--- config.mk ---
export PLATFORM = sky130hd
export DESIGN_NAME = watch_chain_reader
export DESIGN_NICKNAME = d
export VERILOG_FILES = /design/src/rtl/watch_chain_reader.sv
export SDC_FILE = /design/constraint.sdc
export NUM_CORES = 1
export LEC_CHECK = 0
export CAP_MARGIN = 20
export CORE_UTILIZATION = 40
export DETAILED_ROUTE_END_ITERATION = 7
export PLACE_DENSITY = 0.66
export SLEW_MARGIN = 10
export SYNTH_ARGS = -nofsm -noshare
export SYNTH_HDL_FRONTEND = slang
export SYNTH_SLANG_ARGS = --single-unit
--- constraint.sdc ---
create_clock -name iCPU_Clk -period 6.7 [get_ports iCPU_Clk]
set_clock_uncertainty 0.05 [all_clocks]
set_input_delay 1.005 -clock iCPU_Clk [delete_from_list [all_inputs] [get_ports iCPU_Clk]]
set_output_delay 1.005 -clock iCPU_Clk [all_outputs]
set_load 0.05 [all_outputs]
--- src/rtl/watch_chain_reader.sv ---
// Host-side master for the CPU debug watch scan chain: issues one capture pulse,
// then WIDTH recirculating shift pulses, and deserialises the chain output into oData.
module watch_chain_reader #(
  parameter int WIDTH    = 348,
  parameter int DIV_HALF = 2
) (
  input  logic             iCPU_Clk,
  input  logic             iCPU_Reset,
  input  logic             iStart,
  output logic             oBusy,
  output logic             oDone,
  output logic [WIDTH-1:0] oData,
  output logic             oScanClk,
  output logic [1:0]       oScanCtrl,
  output logic             oScanIn,
  input  logic             iScanOut
);

  // state     | meaning
  // S_IDLE    | scan clock parked low, waiting for iStart
  // S_CAPTURE | one scan pulse with CaptureDR asserted
  // S_SHIFT   | WIDTH scan pulses with ShiftDR, output bit recirculated into the chain
  // S_DONE    | one cycle: publish shadow word, pulse oDone

  localparam int BW = $clog2(WIDTH + 1);
  localparam int IW = (WIDTH > 1) ? $clog2(WIDTH) : 1;
  localparam int PW = (DIV_HALF > 1) ? $clog2(2 * DIV_HALF) : 1;

  localparam logic [PW-1:0] PH_LAST = PW'(2 * DIV_HALF - 1);
  localparam logic [PW-1:0] PH_RISE = PW'(DIV_HALF - 1);
  localparam logic [PW-1:0] PH_HIGH = PW'(DIV_HALF);
  localparam logic [BW-1:0] BIT_LAST = BW'(WIDTH - 1);

  typedef enum logic [1:0] {
    S_IDLE,
    S_CAPTURE,
    S_SHIFT,
    S_DONE
  } state_t;

  state_t            state_q, state_d;
  logic [PW-1:0]     ph_q, ph_d;
  logic [BW-1:0]     bit_q, bit_d;
  logic [IW-1:0]     idx;
  logic [WIDTH-1:0]  shadow_q, shadow_d;
  logic [WIDTH-1:0]  data_q, data_d;
  logic              busy_q, busy_d;
  logic              done_q, done_d;
  logic              sclk_q, sclk_d;
  logic [1:0]        ctrl_q, ctrl_d;
  logic              sin_q, sin_d;
  logic              active;

  always_ff @(posedge iCPU_Clk) begin
    if (!iCPU_Reset) begin
      state_q  <= S_IDLE;
      ph_q     <= '0;
      bit_q    <= '0;
      shadow_q <= '0;
      data_q   <= '0;
      busy_q   <= 1'b0;
      done_q   <= 1'b0;
      sclk_q   <= 1'b0;
      ctrl_q   <= 2'b00;
      sin_q    <= 1'b0;
    end else begin
      state_q  <= state_d;
      ph_q     <= ph_d;
      bit_q    <= bit_d;
      shadow_q <= shadow_d;
      data_q   <= data_d;
      busy_q   <= busy_d;
      done_q   <= done_d;
      sclk_q   <= sclk_d;
      ctrl_q   <= ctrl_d;
      sin_q    <= sin_d;
    end
  end

  always_comb begin
    state_d = state_q;
    ph_d    = ph_q;
    bit_d   = bit_q;
    unique case (state_q)
      S_IDLE: begin
        if (iStart) begin
          state_d = S_CAPTURE;
          ph_d    = '0;
          bit_d   = '0;
        end
      end
      S_CAPTURE: begin
        if (ph_q == PH_LAST) begin
          state_d = S_SHIFT;
          ph_d    = '0;
        end else begin
          ph_d = ph_q + 1'b1;
        end
      end
      S_SHIFT: begin
        if (ph_q == PH_LAST) begin
          ph_d = '0;
          if (bit_q == BIT_LAST) begin
            state_d = S_DONE;
            bit_d   = '0;
          end else begin
            bit_d = bit_q + 1'b1;
          end
        end else begin
          ph_d = ph_q + 1'b1;
        end
      end
      S_DONE:  state_d = S_IDLE;
      default: state_d = S_IDLE;
    endcase
  end

  // Outputs are registered from the next state so control and data only move
  // on the edge that starts a low phase of the scan clock.
  always_comb begin
    active   = (state_d == S_CAPTURE) || (state_d == S_SHIFT);
    busy_d   = active;
    done_d   = (state_d == S_DONE);
    sclk_d   = active && (ph_d >= PH_HIGH);
    ctrl_d   = 2'b00;
    if (state_d == S_CAPTURE) ctrl_d = 2'b01;
    if (state_d == S_SHIFT)   ctrl_d = 2'b10;

    sin_d = sin_q;
    if (state_d != S_SHIFT) begin
      sin_d = 1'b0;
    end else if (ph_d == '0) begin
      sin_d = iScanOut;
    end

    idx      = bit_q[IW-1:0];
    shadow_d = shadow_q;
    if ((state_q == S_SHIFT) && (ph_q == PH_RISE)) begin
      shadow_d[idx] = iScanOut;
    end

    data_d = data_q;
    if (state_d == S_DONE) data_d = shadow_q;
  end

  assign oBusy     = busy_q;
  assign oDone     = done_q;
  assign oData     = data_q;
  assign oScanClk  = sclk_q;
  assign oScanCtrl = ctrl_q;
  assign oScanIn   = sin_q;

endmodule

==> run summary <==
The flow ran to the end, but the final reports show violations. The checks that failed: design-rule violations. The run gives 93560 um as the total wire length after detailed routing.

The slowest stage of the critical path is the sky130_fd_sc_hd__dfxtp_1 cell. During I/O placement, the number of pins put on the boundary was 358. For the total number of nets in the final design, the log shows 3148.

Root buffer cell: sky130_fd_sc_hd__clkbuf_16. The run gives 271.6 MHz as the maximum achievable frequency. Final hold violation count: 0. Summing all non-filler instances in the final layout gives an area of 0.03352 mm^2.

The library cells used most frequently in the layout, excluding fill and tap cells, are 715 x sky130_fd_sc_hd__dfxtp_1, 366 x sky130_fd_sc_hd__nor2_1, 362 x sky130_fd_sc_hd__nand3_1, 356 x sky130_fd_sc_hd__clkdlybuf4s50_1, 351 x sky130_fd_sc_hd__a21oi_1. After clock tree synthesis, the clock-pin slew on the worst setup and hold paths is 0.06 ns. The first global-routing pass estimated 135500 um of wire. Headroom to the max-slew limit came out at 17.35%. The floorplan step set the die width to 261.4 um.

Measured against the total synthesized area, the mux share comes to 13.02%. After Yosys synthesis, full adders, half adders and majority gates account for 0.6509% of the synthesized area. The complex-gate fraction of the synthesized area is 13.28%.

The worst-case IR drop observed on VDD is 0.1607 mV. After Yosys synthesis, and, or, nand and nor cells account for 14.95% of the synthesized area. The worst setup path is of the reg -> reg kind.

The fraction of synthesized cell area in xor and xnor cells came out at 0.1627%. Summing all placed instances gives a cell area of 0.03080 mm^2. The number of cells produced by synthesis was 2936. For this block, the via count after detailed routing is 22750. Summing all multi-input logic gate instances after layout gives 0.01145 mm^2. The deepest level of the CTS H-tree was 3. Buffers inserted to repair hold after CTS numbered 0. The library cell used most frequently in the layout, excluding fill and tap cells, is sky130_fd_sc_hd__dfxtp_1.

The area of the die was 0.06832 mm^2. Using the TritonRoute via totals, the vias-per-cell ratio works out to 5.614. After detailed routing, the average wire length per cell comes to 23.08 um. In the finished design, the share of the clock period the worst path needs comes to 54.96%.

The yosys synthesis warning count was 0. The largest net degree at the start of global routing is 201. The critical path goes through and4bb_1 -> nand4b_1 -> a22oi_1 -> ha_4 -> buf_4 -> mux2i_1 -> nor2_1.

Counting flops and latches in the post-synthesis netlist gives 715. The number of global-route vias before repair was 20630. The number of flops mapped to enable cells by yosys was 0. The logs give 8 for the iteration count of the initial detailed-routing pass and 8.954 mW for the sum of internal, switching and leakage power. In this run the standard cell core region covers 0.06622 mm^2. The leading area contributor after synthesis is sky130_fd_sc_hd__dfxtp_1. The clock drives 715 sinks. The run gives 55180 um as the HPWL after detailed placement. The combinational family with the most area after synthesis is simple AND/OR/NAND/NOR gates. The run gives 0 ns as the aggregate negative setup slack. Clock latency reported for the late side of the worst-skew pair: 0.63 ns. The share of post-route cells with drive strength above 1 was 6.807%; the biggest fanout along the worst timing path was 57.

The filler cells instantiated in the layout total 6100. Of all flip-flops after synthesis, the portion carrying an async set or reset was 0%. The path class of the tightest hold or removal check is reg -> reg.

The tools report the number of library cell types mapped by synthesis as 48. After detailed routing, the number of remaining DRC violations is 44. TritonCTS built the clock tree.

In the post-synthesis netlist, the biggest area contributors are sky130_fd_sc_hd__dfxtp_1 53%, sky130_fd_sc_hd__mux2i_1 13%, sky130_fd_sc_hd__nand3_1 6.7%, sky130_fd_sc_hd__a21oi_1 6.5%, sky130_fd_sc_hd__o21ai_0 6.2%. The area share of the largest cell type after synthesis is 53.18%. Summing the sequential cell areas from Yosys gives 53.18% of the chip area.

Counting the buffers created by CTS gives 78. In the synthesized netlist the dominant register cell turns out to be sky130_fd_sc_hd__dfxtp_1. In this run, post-CTS repair resized a total of 0 instances. Number of DRC violations after detailed-routing iteration 0: 2955. For the signal arrival time at the worst endpoint, the log shows 4.10 ns.

The largest single stage delay on the critical path is 0.81 ns. Summing all flip-flop and latch instances after layout gives 0.01431 mm^2. The run gives 0 as the final max-slew violation count.

The number of nets in the synthesized netlist came out at 2954. In this run the post-CTS setup repair buffer count came out at 0. After layout, the minimum clock period comes to 3.682 ns. The initial antenna violation count is 4. Dividing the synthesized area by the synthesized cell count gives 9.167 um^2. For this design the ratio of total power to cell area is 267.1 mW/mm^2. The number of buffer cells added on primary ports was 357. The starting utilization of the core area came out at 40.64%. The count of nets left with antenna violations after detail routing came out at 0. The worst setup path is captured at a flip-flop. In this run the cell area of the synthesized design comes to 0.02691 mm^2. Setup violations remaining at the end of the flow were counted as 0. In this run the core area contains 94 standard-cell rows. The clock passes through at most 3 buffers.

Across the run, the number of max-cap violations was 0. The synthesis-to-finish area growth is 24.53%, and the floorplan die height is 261.4 um. Global routing consumed, over all layers together, 26.43% of the routing resources.

The static leakage power is 10.55 nW. The worst setup path is launched from a flip-flop. For the worst setup path, the data required time is 7.12 ns. The remaining global-route overflow came out at 0. For the pin with the worst max-slew slack, the measured transition is 1.237 ns. Setup repair after global routing left no endpoint under its margin. Routability-driven placement finished with a final weighted congestion of 0.8373.
## cells in the mapped netlist (6+ instances only)
cell and instances:
sky130_fd_sc_hd__a21oi_1 351, sky130_fd_sc_hd__and2_1 8, sky130_fd_sc_hd__and3_1 6, sky130_fd_sc_hd__buf_1 8, sky130_fd_sc_hd__buf_2 89, sky130_fd_sc_hd__buf_4 11
sky130_fd_sc_hd__buf_6 6, sky130_fd_sc_hd__clkbuf_1 160, sky130_fd_sc_hd__dfxtp_1 715, sky130_fd_sc_hd__ha_1 14, sky130_fd_sc_hd__inv_1 9, sky130_fd_sc_hd__mux2i_1 349
sky130_fd_sc_hd__nand2_1 39, sky130_fd_sc_hd__nand2b_1 6, sky130_fd_sc_hd__nand3_1 362, sky130_fd_sc_hd__nor2_1 378, sky130_fd_sc_hd__nor2_2 9, sky130_fd_sc_hd__nor3_1 7
sky130_fd_sc_hd__nor3_4 6, sky130_fd_sc_hd__o21ai_0 336, sky130_fd_sc_hd__o21ai_1 15
## per-layer routing
metal / GRT usage (%) / share of wire [%] / vias to the layer above / wire (um)
li1: - / - / 10550 / -
met1: 37.45 / 44 / 11020 / 41420
met2: 39.87 / 44 / 1015 / 41380
met3: 4.965 / 8.5 / 164 / 7946
met4: 9.528 / 3.0 / 2 / 2801
met5: 0 / 0.015 / - / 14
## where the power goes
group	switching, mW	total [mW]	internal, mW
logic	0.128	0.152	0.0240
clock network	1.80	4.54	2.74
registers	0.00320	4.26	4.25
## through the flow
step                      setup slack, ns  util [%]  instances  hold WS, ns
final                               3.018     50.62       4053       0.4229
after global routing                2.778     50.61       4052       0.4416
after CTS                           3.044     50.61       4052       0.4242
after detailed placement            2.765     46.52       3914       0.4167
after global placement              2.844     46.47       3912       0.4116
after floorplan                     3.906         -       2936       0.4036
## logic make-up (layout without fill, tap and decap cells)
group                      after synthesis  after routing
and+or+nand+nor                        855            855
DFF                                    715            715
AOI/OAI and AO/OA                      710            710
muxes                                  350            350
buffers and inverters                  287            539
adders and majority gates               14             14
xor gates and xnor gates                 5              5
other                                    0              1
## sequential cells by signal, summed over array words and instances (netlist names)
signal     cells
bit_q          9
oBusy          1
oData        348
oDone          1
oScanClk       1
oScanCtrl      2
oScanIn        1
ph_q           2
shadow_q     348
state_q        2
## final cells by class
class,count,area share [%]
diodes,1,0.007466
clock buffers,104,6.690
clock inverters,34,1.396
inverters,10,0.1344
multi-input cells,1934,34.17
flip-flops and latches,715,42.71
well taps,864,3.225
repair buffers,391,11.67
## path summary, 6_finish.rpt
| path | start | endpoint | slack, ns | cells past startpoint |
|---|---|---|---|---|
| max | bit_q[8] | oData[95] | 3.02 | 7 |
| min | shadow_q[130] | oData[130] | 0.42 | 2 |
| max reg2reg | bit_q[8] | oData[95] | 3.02 | 7 |
| min reg2reg | shadow_q[130] | oData[130] | 0.42 | 2 |
## worst max-delay path: cells and delay by family, from the launching register on
kind / cells / cell delay, ns
compound gates: 1 / 0.46
buf+inv: 1 / 0.81
simple gates: 3 / 0.66
mux: 1 / 0.26
fa+ha+maj: 1 / 0.40
flops: 1 / 0.81
(Power assumes the default switching activity.)
